### config.mk
export PLATFORM = sky130hd
export DESIGN_NAME = peripheral_bus_arbiter
export DESIGN_NICKNAME = d
export VERILOG_FILES = /design/src/rtl/peripheral_bus_arbiter.sv
export SDC_FILE = /design/constraint.sdc
export NUM_CORES = 1
export LEC_CHECK = 0
export CORE_AREA = 2 2 135 137
export CTS_CLUSTER_DIAMETER = 40
export DETAILED_ROUTE_END_ITERATION = 10
export DIE_AREA = 0 0 137 139
export MAX_ROUTING_LAYER = met4
export PLACE_DENSITY = 0.87
export SYNTH_ARGS = -nofsm -noshare
export SYNTH_HDL_FRONTEND = slang
export SYNTH_SLANG_ARGS = --single-unit
export TNS_END_PERCENT = 50
### constraint.sdc
create_clock -name clk -period 3.03 [get_ports clk]
set_input_delay 0.4545 -clock clk [delete_from_list [all_inputs] [get_ports clk]]
set_output_delay 0.4545 -clock clk [all_outputs]
set_load 0.02 [all_outputs]
### src/rtl/peripheral_bus_arbiter.sv
// Round-robin arbiter that shares one peripheral register bus between two masters,
// sequencing each access as a we/oe strobe and returning a registered ack or error.
module peripheral_bus_arbiter #(
  parameter int unsigned DEVICE_COUNT   = 4,
  parameter int unsigned TIMEOUT_CYCLES = 16
) (
  input  logic                       clk,
  input  logic                       rst,

  input  logic                       mA_req,
  input  logic                       mA_we,
  input  logic [11:0]                mA_address,
  input  logic [3:0]                 mA_byteSelect,
  input  logic [31:0]                mA_dataWrite,
  output logic [31:0]                mA_dataRead,
  output logic                       mA_ack,
  output logic                       mA_error,

  input  logic                       mB_req,
  input  logic                       mB_we,
  input  logic [11:0]                mB_address,
  input  logic [3:0]                 mB_byteSelect,
  input  logic [31:0]                mB_dataWrite,
  output logic [31:0]                mB_dataRead,
  output logic                       mB_ack,
  output logic                       mB_error,

  output logic                       peripheralBus_we,
  output logic                       peripheralBus_oe,
  output logic [11:0]                peripheralBus_address,
  output logic [3:0]                 peripheralBus_byteSelect,
  output logic [31:0]                peripheralBus_dataWrite,

  input  logic [32*DEVICE_COUNT-1:0] device_dataRead,
  input  logic [DEVICE_COUNT-1:0]    device_requestOutput
);

  localparam int unsigned ADDR_W = 12;
  localparam int unsigned BE_W   = 4;
  localparam int unsigned DATA_W = 32;
  localparam int unsigned CNT_W  = 8;

  typedef enum logic [1:0] {
    IDLE   = 2'd0,
    ACCESS = 2'd1,
    DONE   = 2'd2
  } state_e;

  state_e              state_q, state_d;
  logic [CNT_W-1:0]    cnt_q, cnt_d;
  logic                gnt_b_q, gnt_b_d;
  logic                last_b_q, last_b_d;

  // Bus registers double as the latched request fields during ACCESS.
  logic                bus_we_q, bus_we_d;
  logic                bus_oe_q, bus_oe_d;
  logic [ADDR_W-1:0]   bus_addr_q, bus_addr_d;
  logic [BE_W-1:0]     bus_be_q, bus_be_d;
  logic [DATA_W-1:0]   bus_wdata_q, bus_wdata_d;

  logic                a_ack_q, a_ack_d, a_err_q, a_err_d;
  logic                b_ack_q, b_ack_d, b_err_q, b_err_d;
  logic [DATA_W-1:0]   a_rdata_q, a_rdata_d, b_rdata_q, b_rdata_d;

  logic [DATA_W-1:0]   or_data;
  logic                resp_any;
  logic                resp_multi;
  logic                pick_b;
  logic                fin;
  logic                fin_err;
  logic [DATA_W-1:0]   fin_data;

  always_comb begin
    or_data = '0;
    for (int i = 0; i < int'(DEVICE_COUNT); i++) begin
      or_data = or_data | device_dataRead[DATA_W*i +: DATA_W];
    end
  end

  // More than one bit set iff clearing the lowest set bit leaves something.
  assign resp_any   = |device_requestOutput;
  assign resp_multi = |(device_requestOutput & (device_requestOutput - DEVICE_COUNT'(1)));
  assign pick_b     = mB_req && (!mA_req || !last_b_q);

  always_comb begin
    state_d     = state_q;
    cnt_d       = cnt_q;
    gnt_b_d     = gnt_b_q;
    last_b_d    = last_b_q;
    bus_we_d    = bus_we_q;
    bus_oe_d    = bus_oe_q;
    bus_addr_d  = bus_addr_q;
    bus_be_d    = bus_be_q;
    bus_wdata_d = bus_wdata_q;
    a_ack_d     = a_ack_q;
    a_err_d     = a_err_q;
    a_rdata_d   = a_rdata_q;
    b_ack_d     = b_ack_q;
    b_err_d     = b_err_q;
    b_rdata_d   = b_rdata_q;
    fin         = 1'b0;
    fin_err     = 1'b0;
    fin_data    = '0;

    unique case (state_q)
      IDLE: begin
        if (mA_req || mB_req) begin
          gnt_b_d     = pick_b;
          bus_we_d    = pick_b ? mB_we : mA_we;
          bus_oe_d    = pick_b ? !mB_we : !mA_we;
          bus_addr_d  = pick_b ? mB_address : mA_address;
          bus_be_d    = pick_b ? mB_byteSelect : mA_byteSelect;
          bus_wdata_d = pick_b ? mB_dataWrite : mA_dataWrite;
          cnt_d       = '0;
          state_d     = ACCESS;
        end
      end

      ACCESS: begin
        if (bus_we_q) begin
          fin = 1'b1;
        end else if (resp_multi) begin
          fin      = 1'b1;
          fin_err  = 1'b1;
          fin_data = or_data;
        end else if (resp_any) begin
          fin      = 1'b1;
          fin_data = or_data;
        end else if (cnt_q == CNT_W'(TIMEOUT_CYCLES - 1)) begin
          fin     = 1'b1;
          fin_err = 1'b1;
        end else begin
          cnt_d = cnt_q + CNT_W'(1);
        end

        if (fin) begin
          bus_we_d    = 1'b0;
          bus_oe_d    = 1'b0;
          bus_addr_d  = '0;
          bus_be_d    = '0;
          bus_wdata_d = '0;
          a_ack_d     = !gnt_b_q && !fin_err;
          a_err_d     = !gnt_b_q && fin_err;
          a_rdata_d   = gnt_b_q ? '0 : fin_data;
          b_ack_d     = gnt_b_q && !fin_err;
          b_err_d     = gnt_b_q && fin_err;
          b_rdata_d   = gnt_b_q ? fin_data : '0;
          state_d     = DONE;
        end
      end

      DONE: begin
        a_ack_d   = 1'b0;
        a_err_d   = 1'b0;
        a_rdata_d = '0;
        b_ack_d   = 1'b0;
        b_err_d   = 1'b0;
        b_rdata_d = '0;
        last_b_d  = gnt_b_q;
        state_d   = IDLE;
      end

      default: state_d = IDLE;
    endcase
  end

  always_ff @(posedge clk or negedge rst) begin
    if (!rst) begin
      state_q     <= IDLE;
      cnt_q       <= '0;
      gnt_b_q     <= 1'b0;
      last_b_q    <= 1'b1;
      bus_we_q    <= 1'b0;
      bus_oe_q    <= 1'b0;
      bus_addr_q  <= '0;
      bus_be_q    <= '0;
      bus_wdata_q <= '0;
      a_ack_q     <= 1'b0;
      a_err_q     <= 1'b0;
      a_rdata_q   <= '0;
      b_ack_q     <= 1'b0;
      b_err_q     <= 1'b0;
      b_rdata_q   <= '0;
    end else begin
      state_q     <= state_d;
      cnt_q       <= cnt_d;
      gnt_b_q     <= gnt_b_d;
      last_b_q    <= last_b_d;
      bus_we_q    <= bus_we_d;
      bus_oe_q    <= bus_oe_d;
      bus_addr_q  <= bus_addr_d;
      bus_be_q    <= bus_be_d;
      bus_wdata_q <= bus_wdata_d;
      a_ack_q     <= a_ack_d;
      a_err_q     <= a_err_d;
      a_rdata_q   <= a_rdata_d;
      b_ack_q     <= b_ack_d;
      b_err_q     <= b_err_d;
      b_rdata_q   <= b_rdata_d;
    end
  end

  assign peripheralBus_we         = bus_we_q;
  assign peripheralBus_oe         = bus_oe_q;
  assign peripheralBus_address    = bus_addr_q;
  assign peripheralBus_byteSelect = bus_be_q;
  assign peripheralBus_dataWrite  = bus_wdata_q;
  assign mA_ack      = a_ack_q;
  assign mA_error    = a_err_q;
  assign mA_dataRead = a_rdata_q;
  assign mB_ack      = b_ack_q;
  assign mB_error    = b_err_q;
  assign mB_dataRead = b_rdata_q;

endmodule
**Word level (Yosys, flattened, before mapping)**

Index checks and enable logic that the tools add are counted.

- Flip-flop bits (word level): 130
- Input bits: 234

- Multiplexer cells: 54
- Reductions and logical operators: 23
- Bitwise logic cells: 4
- Eq/ne operators: 9
- $add $sub $neg: 2

Operators with widths:

| kind | count |
|---|---|
| 32-bit 2-to-1 mux | 10 |
| 32-bit case mux with 2 select lines | 3 |
| 32-bit OR | 3 |
| 8-bit 2-to-1 mux | 5 |
| 12-bit 2-to-1 mux | 3 |
| 12-bit case mux with 2 select lines | 1 |
| 1-bit 2-to-1 mux | 18 |
| 8-bit case mux with 2 select lines | 1 |
| 4-bit 2-to-1 mux | 3 |
| 2-bit inequality test, second input constant | 6 |
| 1-bit case mux with 2 select lines | 6 |
| 8-bit by 1-bit adder with 8-bit output, second input constant | 1 |
| 8-bit by 4-bit equality test with 1-bit output, second input constant | 1 |
| 4-bit case mux with 2 select lines | 1 |
| 4-bit OR reduction | 2 |
| 1-bit zero test | 6 |
| 2-bit AND reduction | 3 |
| 6-bit AND reduction | 1 |
| 1-bit logical AND | 5 |
| 4-bit bitwise AND | 1 |
| 2-bit 2-to-1 mux | 2 |
| 2-bit case mux with 2 select lines | 1 |
| 2-bit nonzero test | 2 |
| 4-bit by 1-bit subtractor with 4-bit output, second input constant | 1 |
| other kinds (5) | 6 |

**Depth between registers and ports, before layout**

- Depth in word-level cells: 10
- Gate-level depth with buffers: 9

**Worst setup path after synthesis**

Ideal clock, no wire load.

- Path kind: flip-flop to flip-flop
- Start point: register state_q[0]
- End point: register bus_addr_q[0] (netlist: peripheralBus_address[0])
- Data required time: 2.905 ns
- Setup slack: 0.915 ns
- Clock period less this slack: 2.115 ns
- Cell stages (with the launch flop): 8
- Arrival: 1.990 ns
- Path buffers: 2
- Cells stage by stage: dfrtp_1 > inv_1 > ha_1 > or3b_2 > clkbuf_1 > o211ai_1 > buf_2 > mux2_2

- Cells in the longest elaborated chain, start to end: 3

Ends and longest elaborated chain:

| what | RTL line | text |
|---|---|---|
| start: declaration | 49 | `state_e state_q, state_d;` |
| start signal: assignment | 185 | `state_q <= state_d;` |
| 2-bit by 1-bit equality test with 1-bit output / 2-bit zero test (equally long branches) | 105 | `unique case (state_q)` |
| 2-bit inequality test (no line) / 2-bit nonzero test (equally long branches) | - |  |
| 3-bit AND reduction (no line) | - |  |
| end signal: assignment | 191 | `bus_addr_q <= bus_addr_d;` |
| end: declaration | 57 | `logic [ADDR_W-1:0] bus_addr_q, bus_addr_d;` |

Parallel ways exist; a longest one is shown, timed or not.
A chain may end at the register's enable or synchronous reset.

**Worst setup path after layout**

- Start point: register cnt_q[4]
- End point: register bus_wdata_q[17] (netlist: peripheralBus_dataWrite[17])

- Cells in the longest elaborated chain, start to end: 8

Ends and longest elaborated chain:

| what | RTL line | text |
|---|---|---|
| start: declaration | 50 | `logic [CNT_W-1:0] cnt_q, cnt_d;` |
| start signal: assignment | 186 | `cnt_q <= cnt_d;` |
| 8-bit by 4-bit equality test with 1-bit output | 129 | `end else if (cnt_q == CNT_W'(TIMEOUT_CYCLES - 1)) begin` |
| 1-bit 2-to-1 mux | 129 |  |
| 1-bit 2-to-1 mux | 126 | `end else if (resp_any) begin` |
| 1-bit 2-to-1 mux | 122 | `end else if (resp_multi) begin` |
| 1-bit 2-to-1 mux | 120 | `if (bus_we_q) begin` |
| 1-bit 2-to-1 mux | 105 |  |
| 2-bit inequality test (no line) | - |  |
| 3-bit AND reduction (no line) | - |  |
| end signal: assignment | 193 | `bus_wdata_q <= bus_wdata_d;` |
| end: declaration | 59 | `logic [DATA_W-1:0] bus_wdata_q, bus_wdata_d;` |

No other way between the ends. The select of a mux whose other input is x is not followed.

==> impl_metrics.ini <==
[run_status]
status = completed

[timing]
clock_skew_ns = 0.01106
period_minus_slack_ns = 2.460
setup_slack_ns = 0.5697
slew_headroom_pct = 55.33
hold_viol = 0
slew_violations = 0
rsz0062_at_grt = false
fin_crit_sh_pct = 81.20
setup_viol = 0
worst_slew_pin_slew_ns = 0.6700
setup_tns_ns = 0
clock.fmax_mhz = 406.4

[clocking]
cts-root-buf = clkbuf_16
cts.repair.resized = 0
cts_setup_buffers = 0
clkLatencyLatePin_ns = 0.41
path_clk_slew_ns = 0.05
clk_path_buf_depth = 2
numCtsBuffers = 17
cts-htree-levels = 4
cts_tree = done
clock-sinks = 130

[yosys]
synth_top_area_cell = dfrtp_1
yosysWarnings = 0
ys.flop_type = dfrtp_1
synthTopCellsByCount = 129 x dfrtp_1, 100 x nand2_1, 98 x mux2_2
synth_nets = 859
ys_seq_area_share_pct = 50.03
synth.most_common_cell = dfrtp_1
syn_inst = 621
synth_compound_area_share_pct = 7.348
yosysUniqueCellTypes = 42
synth_xor_area_share_pct = 0
yosys.area_share.simple_pct = 17.54
async_flop_share_pct = 100.0
syn-cell-area_sq_mm = 0.006505
synth_edf_count = 0
ys_seq_elements = 130
synth.area.mux_share_pct = 20.56
synth_area_leaders = dfrtp_1 50%, mux2_2 17%, nand2_1 5.8%
yosys.area.top_type_share_pct = 49.62
synth_top_family_by_area = multiplexers
yosys.area_share.adder_pct = 0.9233
avgSynthCellArea_sq_um = 10.48

[finish]
fillers = 1432
areaGrowthSynthToFinish_pct = 66.24
stdcell_area_sq_mm = 0.01081
diodes = 0
layout-drive-gt1-share_pct = 16.22
nets = 1194
final_util_pct = 61.25

[drt]
num_vias = 6164
wl_met3_microns = 1293
top_layer_used = met4
drtPass1Iterations = 5
wl_met1_microns = 8143
drc = 0
wl_met2_microns = 10730
antenna_left = 0
via_per_inst = 5.150
routed_wl_microns = 20700
drt-wirelength-per-cell_microns = 17.30
drt_iter0_markers = 335

[flow_run]
maxCapViolations = 0

[placement]
pre_cts_ws_ns = 0.3600
placedInstanceArea_sq_mm = 0.01023
gp_congestion = 0.8613
io_buffers = 351
hpwl_microns = 15590

[power]
leakage_nw = 4.502
peakVddDrop_v = 0.0007763
p_per_area_mw_per_mm2 = 1020

[worst_hold_path]
holdPathStages = 1
min_to = mB_ack
worstHoldStart = mB_ack
hold_path_class = flip-flop to flip-flop

[setup_path]
critical_path_class = flip-flop to flip-flop
setup.worst_path.end_class = flip-flop
timing.rr.end = peripheralBus_dataWrite[17]
reg2reg_slack_ns = 0.57
r2r.worst_path.cells = 5
worstPathRequired_ns = 3.31
worstPathArrival_ns = 2.74
reg2reg_from = cnt_q[4]
cp_max_fo = 50
critPathLaunchType = flip-flop

[floorplanning]
die_height_microns = 139
core_sq_mm = 0.01766
die_w_microns = 137
fp-row-count = 49
top_level_ports = 352
start_util_pct = 36.84
die_area_sq_mm = 0.01904

[grt]
grt_pass1_wl_microns = 32600
first_global_vias = 6241
antenna_found_initial = 0
overflow = 0
grt_max_degree = 75
track_usage_pct = 22.65
sequential cells by signal (all words and copies together) (netlist names), 2 cells and up:
| signal | flops |
|---|---|
| peripheralBus_byteSelect | 4 |
| peripheralBus_dataWrite | 32 |
| peripheralBus_address | 12 |
| cnt_q | 8 |
| mB_dataRead | 32 |
| mA_dataRead | 32 |
| state_q | 2 |
power breakdown:
group	total, mW	switching (mW)	internal [mW]
sequential	2.90	0.393	2.51
clock	2.01	0.718	1.29
combinational	6.13	2.98	3.15
worst max path at each step:
stage | cells past startpoint | end | from
2_1_floorplan | 7 | peripheralBus_address[0] | state_q[0]
3_3_place_gp | 7 | peripheralBus_dataWrite[5] | device_requestOutput[1]
3_5_place_dp | 7 | peripheralBus_dataWrite[26] | device_requestOutput[1]
4_1_cts | 5 | peripheralBus_dataWrite[17] | cnt_q[4]
5_1_grt | 5 | peripheralBus_dataWrite[13] | cnt_q[4]
6_report | 5 | peripheralBus_dataWrite[17] | cnt_q[4]
cell usage in the layout, fill, tap and decap left out, types with 5 or more instances in the layout:
master	count
buf_4	8
a21oi_1	57
nand4_1	5
clkbuf_16	17
nor2_1	6
nand2_1	100
nand2b_1	5
mux2_2	98
clkdlybuf4s50_1	350
dfrtp_1	129
nand3_1	5
o2bb2ai_1	5
mux2_1	7
clkbuf_1	5
nor4_1	35
nor3_1	69
o21ai_0	6
mux2_4	9
final cells by class:
class / count / area, sq um / share of cell area, %
Tap cell: 229 / 286.5 / 2.650
Timing Repair Buffer: 363 / 3654 / 33.78
Sequential cell: 130 / 3254 / 30.09
Clock buffer: 26 / 499.2 / 4.616
Inverter: 4 / 15.01 / 0.1388
Multi-Input combinational cell: 440 / 3030 / 28.02
Clock inverter: 5 / 75.07 / 0.6942
critical path: stages (launching register included):
cell,delay (ns)
dfrtp_1,0.45
or4_4,0.59
o211ai_2,0.47
o211ai_1,0.24
buf_12,0.24
mux2_2,0.31
metrics by stage:
step | power (mW) | hold slack, ns | cells
after floorplan | 6.675 | 0.1589 | 621
after global placement | 8.888 | 0.4143 | 1165
after detailed placement | 9.064 | 0.4166 | 1165
after CTS | 11.12 | 0.4909 | 1197
after global routing | 11.64 | 0.4927 | 1197
final | 11.04 | 0.4875 | 1197
layer usage:
metal	track usage [%]	vias to the layer above
met5	-	-
met4	8.247	0
met3	5.409	41
met2	37.05	260
met1	27.02	2979
li1	-	2884
cells by family after synthesis:
| logic type | Yosys count |
|---|---|
| AO/OA/AOI/OAI | 81 |
| adder cells (fa/ha/maj) | 5 |
| buffers and inverters | 51 |
| flip-flops | 130 |
| multiplexers | 116 |
| AND/OR/NAND/NOR | 238 |
timing repair:
action	CTS	global route
setup endpoints to repair	0	0
endpoints found under the hold margin	29	0
hold buffers	1	0
Power figures use the tool's default switching activity.
